--- config.mk ---
export PLATFORM = sky130hd
export DESIGN_NAME = line_buf_reader
export DESIGN_NICKNAME = d
export VERILOG_FILES = /design/src/rtl/line_buf_reader.sv
export SDC_FILE = /design/constraint.sdc
export NUM_CORES = 1
export LEC_CHECK = 0
export CORE_AREA = 2 2 54 106
export DETAILED_ROUTE_END_ITERATION = 8
export DIE_AREA = 0 0 56 108
export GPL_ROUTABILITY_DRIVEN = 0
export PLACE_DENSITY_LB_ADDON = 0.25
export SYNTH_ARGS = -nofsm -noshare
export SYNTH_HDL_FRONTEND = slang
export SYNTH_SLANG_ARGS = --single-unit
--- constraint.sdc ---
create_clock -name rd_clk -period 2.09 [get_ports rd_clk]
set_input_delay 0.3135 -clock rd_clk [delete_from_list [all_inputs] [get_ports rd_clk]]
set_output_delay 0.3135 -clock rd_clk [all_outputs]
set_load 0.01 [all_outputs]
--- src/rtl/line_buf_reader.sv ---
// line_buf_reader: pulls one line of pixels from a line FIFO in step with downstream vs/hs/de timing
// Ports: rd_clk/rd_rst clock and sync active-high reset; vs_in/hs_in/de_in downstream timing;
// fifo_rd_en/fifo_rd_data/fifo_rd_empty line FIFO read side; vs_out/hs_out/de_out/pix_out timing and
// pixel delayed 2 cycles; frame_start/line_err status pulses; underflow_cnt/line_cnt per-frame counters.
module line_buf_reader #(
  parameter int DATA_WIDTH = 8,
  parameter int H_ACTIVE = 1280,
  parameter logic [DATA_WIDTH-1:0] FILL_VALUE = '0
) (
  input  logic                  rd_clk,
  input  logic                  rd_rst,
  input  logic                  vs_in,
  input  logic                  hs_in,
  input  logic                  de_in,
  output logic                  fifo_rd_en,
  input  logic [DATA_WIDTH-1:0] fifo_rd_data,
  input  logic                  fifo_rd_empty,
  output logic                  vs_out,
  output logic                  hs_out,
  output logic                  de_out,
  output logic [DATA_WIDTH-1:0] pix_out,
  output logic                  frame_start,
  output logic                  line_err,
  output logic [15:0]           underflow_cnt,
  output logic [11:0]           line_cnt
);
  typedef enum logic {IDLE, ACTIVE} state_t;
  state_t r_state, w_state_nx;
  logic [1:0] r_vs, r_hs, r_de;
  logic [11:0] r_pix_cnt, w_cnt;
  logic r_rd, w_vs_rise, w_de_fall, w_uf;
  assign w_vs_rise = vs_in & ~r_vs[0];
  assign w_de_fall = r_de[0] & ~de_in;
  // a de cycle coinciding with a vs rise is pixel 1 of the new frame, so it sees a cleared count
  assign w_cnt = w_vs_rise ? '0 : r_pix_cnt;
  always_comb begin
    w_state_nx = w_vs_rise ? ACTIVE : r_state;
    w_uf = (r_state == ACTIVE) & de_in & fifo_rd_empty;
    fifo_rd_en = ~rd_rst & (r_state == ACTIVE) & de_in & ~fifo_rd_empty & (w_cnt < 12'(H_ACTIVE));
  end
  always_ff @(posedge rd_clk) begin
    if (rd_rst) begin
      r_state <= IDLE;
      r_vs <= '0;
      r_hs <= '0;
      r_de <= '0;
      r_rd <= 1'b0;
      r_pix_cnt <= '0;
      pix_out <= FILL_VALUE;
      frame_start <= 1'b0;
      line_err <= 1'b0;
      underflow_cnt <= '0;
      line_cnt <= '0;
    end else begin
      r_state <= w_state_nx;
      r_vs <= {r_vs[0], vs_in};
      r_hs <= {r_hs[0], hs_in};
      r_de <= {r_de[0], de_in};
      r_rd <= fifo_rd_en;
      pix_out <= r_rd ? fifo_rd_data : FILL_VALUE;
      frame_start <= w_vs_rise;
      line_err <= w_de_fall & (r_pix_cnt != 12'(H_ACTIVE));
      r_pix_cnt <= w_vs_rise ? {11'b0, de_in} :
                   w_de_fall ? '0 :
                   (de_in && r_pix_cnt != 12'hFFF) ? r_pix_cnt + 12'd1 : r_pix_cnt;
      line_cnt <= w_vs_rise ? '0 : line_cnt + 12'(w_de_fall);
      underflow_cnt <= w_vs_rise ? {15'b0, w_uf} :
                       (w_uf && underflow_cnt != 16'hFFFF) ? underflow_cnt + 16'd1 : underflow_cnt;
    end
  end
  assign vs_out = r_vs[1];
  assign hs_out = r_hs[1];
  assign de_out = r_de[1];
endmodule
==> qor.log <==
[clocking] clock tree from TritonCTS done
[floorplanning] Ports 56
[run] number of max-cap violations 0
[sta] Relative slew margins 74.2%
[final_layout] most common cell after layout, fill and taps aside sky130_fd_sc_hd__dfxtp_1
[critical_path] critical path data arrival time 1.65 ns
[power_and_ir_drop] total power per unit cell area 685 nW/um2
[route] Antenna Violating Nets Remaining 0
[clocking] CTS-repair resized insts 2
[route] average detailed-routed wire length per instance 14.2 um
[place] half-perimeter wire length after placement 4600 um
[synthesis] number of synthesized register bits 58
[clocking] maximum number of buffers from clock root to sink 2
[final_layout] # nets final 391
[clocking] buffers inserted by post-CTS timing repair 0
[sta] sum of negative setup slack 0 ns
[sta] min cycle time layout 1.96 ns
[global_routing] overall overflow remaining after global route 0
[clocking] clock transition at the registers of the reported paths 0.06 ns
[critical_path] type of the worst setup path input port to output port
[synthesis] Yosys Warn Count 0
[route] Remaining DRCs 0
[synthesis] number of enable flip-flop cells after synthesis 0
[floorplanning] row cnt 37
[critical_path] maximum fanout along the worst path 4
[place] number of I/O port buffers 55
[sta] Worst-Margin Slew 0.385 ns
[final_layout] final non-filler cell total 435
[global_routing] antenna violations before repair 0
[sta] maximum clock frequency 510 MHz
[power_and_ir_drop] Tot Pwr 2.40 mW
[sta] final number of hold-violating endpoints 0
[route] Post-Route WL 6170 um
[floorplanning] die width 56 um
[global_routing] maximum number of pins on one net before global-route repair 14
[global_routing] Overall Global Routing Usage 21.8%
[sta] count of endpoints failing setup in the final report 0
[place] # placed instances 419
[sta] setup repair after global routing missed its margin false
[floorplanning] starting utilization of the core area 48.5%
[synthesis] Post-Synthesis Cell Area 2510 um2
[global_routing] number of global-route vias before repair 2346
[clocking] maximum level of the CTS H-tree 3
[sta] max-slew violation total from the final report 0
[floorplanning] area of the die 6050 um2
[synthesis] average cell area after synthesis 8.70 um2
[critical_path] startpoint types input port
[power_and_ir_drop] leakage dissipation 1.27 nW
[route] ratio of routed vias to standard cells 5.69
[synthesis] cell count after synthesis 289
[synthesis] share of the yosys chip area belonging to registers 46.2%
[synthesis] FFs w/ async S/R, synth 0%
[synthesis] Synthesized Nets 308
[final_layout] number of antenna repair diodes 0
[route] DRC violation total after the first TritonRoute iteration 94
[global_routing] first-pass GRT wire length 10300 um
[critical_path] required time of the critical path 1.78 ns
[floorplanning] vertical die dimension 108 um
[outcome] status completed
[sta] share of the cycle needed by the critical path after routing 93.8%
[clocking] total clock buffers created by CTS 9
[power_and_ir_drop] largest vdd supply drop 539 uV
[route] count of vias placed by the detailed router 2475
[final_layout] area grow syn2layout 39.6%
[critical_path] CP endpoint kind output port
[sta] minimum hold slack 0.461 ns
[final_layout] layout cell share with drive strength beyond 1 11.4%
[final_layout] most frequent cells in the layout sky130_fd_sc_hd__dfxtp_1, sky130_fd_sc_hd__clkdlybuf4s50_1, sky130_fd_sc_hd__nor2_1
[clocking] cell at the root of the clock tree sky130_fd_sc_hd__clkbuf_8
[route] router iterations before antenna repair 4
[sta] skew final 0.0107 ns
[clocking] TritonCTS sink count 58
[clocking] cts-stage hold buffer count 0
[floorplanning] standard cell core area 5180 um2
[clocking] clock insertion delay at the later pin of the skew report 0.35 ns
[synthesis] Unique masters post-synth 38
[min_path] type of the tightest min-delay check flip-flop to flip-flop
[synthesis] leading register cell type out of synthesis sky130_fd_sc_hd__dfxtp_1
==> power by group <==
group	internal, mW	switching [mW]
clock network	0.699	0.449
logic	0.0677	0.0594
registers	1.12	0.00965
==> metal layers <==
layer  global-route usage, %  share of wire (%)
met1                    22.2                 38
met2                    38.4                 55
met4                    14.3                3.7
met5                       0                  0
met3                    5.50                3.5
==> Yosys cell counts (3+ instances only) <==
cell | number | area [um2]
sky130_fd_sc_hd__a31oi_1 | 3 | 18.8
sky130_fd_sc_hd__a21oi_1 | 18 | 90.1
sky130_fd_sc_hd__or3_1 | 5 | 31.3
sky130_fd_sc_hd__o21ai_0 | 11 | 55.1
sky130_fd_sc_hd__nor2b_1 | 8 | 50.1
sky130_fd_sc_hd__and2_1 | 9 | 56.3
sky130_fd_sc_hd__inv_1 | 9 | 33.8
sky130_fd_sc_hd__nand4_1 | 12 | 75.1
sky130_fd_sc_hd__nor4_1 | 5 | 31.3
sky130_fd_sc_hd__xor2_1 | 8 | 70.1
sky130_fd_sc_hd__o31ai_1 | 11 | 82.6
sky130_fd_sc_hd__or4_1 | 11 | 82.6
sky130_fd_sc_hd__ha_1 | 5 | 62.6
sky130_fd_sc_hd__nor2_1 | 27 | 101
sky130_fd_sc_hd__dfxtp_1 | 58 | 1160
sky130_fd_sc_hd__and4_1 | 4 | 35.0
sky130_fd_sc_hd__clkbuf_1 | 6 | 22.5
sky130_fd_sc_hd__nand3_1 | 16 | 80.1
sky130_fd_sc_hd__nand2_1 | 22 | 82.6
sky130_fd_sc_hd__xnor2_1 | 3 | 26.3
sky130_fd_sc_hd__nor3_1 | 10 | 50.1
sky130_fd_sc_hd__and3_1 | 8 | 50.1
==> per-stage QoR <==
stage | setup WS (ns) | cell area, um2 | utilization [%]
4_1_cts | 0.133 | 3510 | 67.7
5_1_grt | 0.0314 | 3510 | 67.7
2_1_floorplan | 0.231 | 2510 | -
3_3_place_gp | -0.154 | 3290 | 63.5
3_5_place_dp | -0.178 | 3290 | 63.5
6_report | 0.129 | 3510 | 67.7
==> kinds of logic after synthesis <==
family / synth area share (%)
multiplexers: 0.398
buffers and inverters: 2.64
AO/OA/AOI/OAI: 12.0
XOR/XNOR: 3.83
flip-flops: 46.2
AND/OR/NAND/NOR: 32.4
adder cells (fa/ha/maj): 2.49
==> state kept, by name (all words and copies together), names as in the netlist <==
signal,count
frame_start,1
r_vs,2
r_state,1
pix_out,8
line_cnt,12
underflow_cnt,16
r_hs,2
r_pix_cnt,12
r_de,2
r_rd,1
line_err,1
==> path summary, 6_finish.rpt <==
| path | slack (ns) | cells past startpoint | startpoint | to |
|---|---|---|---|---|
| worst max-delay path | 0.13 | 5 | de_in | fifo_rd_en |
| worst min-delay path | 0.46 | 1 | r_hs[0]$_SDFF_PP0_ | r_hs[1]$_SDFF_PP0_ |
| worst max register to register | 0.21 | 4 | r_pix_cnt[2]$_SDFFE_PP0P_ | r_pix_cnt[11]$_SDFFE_PP0P_ |
| worst min register to register | 0.46 | 1 | r_hs[0]$_SDFF_PP0_ | r_hs[1]$_SDFF_PP0_ |
==> final cells by class <==
class	instances	area (um2)
Clock buffer	11	141
Clock inverter	5	77.6
Fill cell	441	1680
Inverter	9	33.8
Multi-Input combinational cell	214	1290
Sequential cell	58	1160
Tap cell	58	72.6
Timing Repair Buffer	80	737
==> worst max-delay path, stage by stage <==
cell,delay [ns]
sky130_fd_sc_hd__clkdlybuf4s50_1,0.55
sky130_fd_sc_hd__inv_1,0.07
sky130_fd_sc_hd__nor2_1,0.13
sky130_fd_sc_hd__nor4bb_1,0.28
sky130_fd_sc_hd__dlygate4sd2_1,0.30
(Power assumes the default switching activity.)
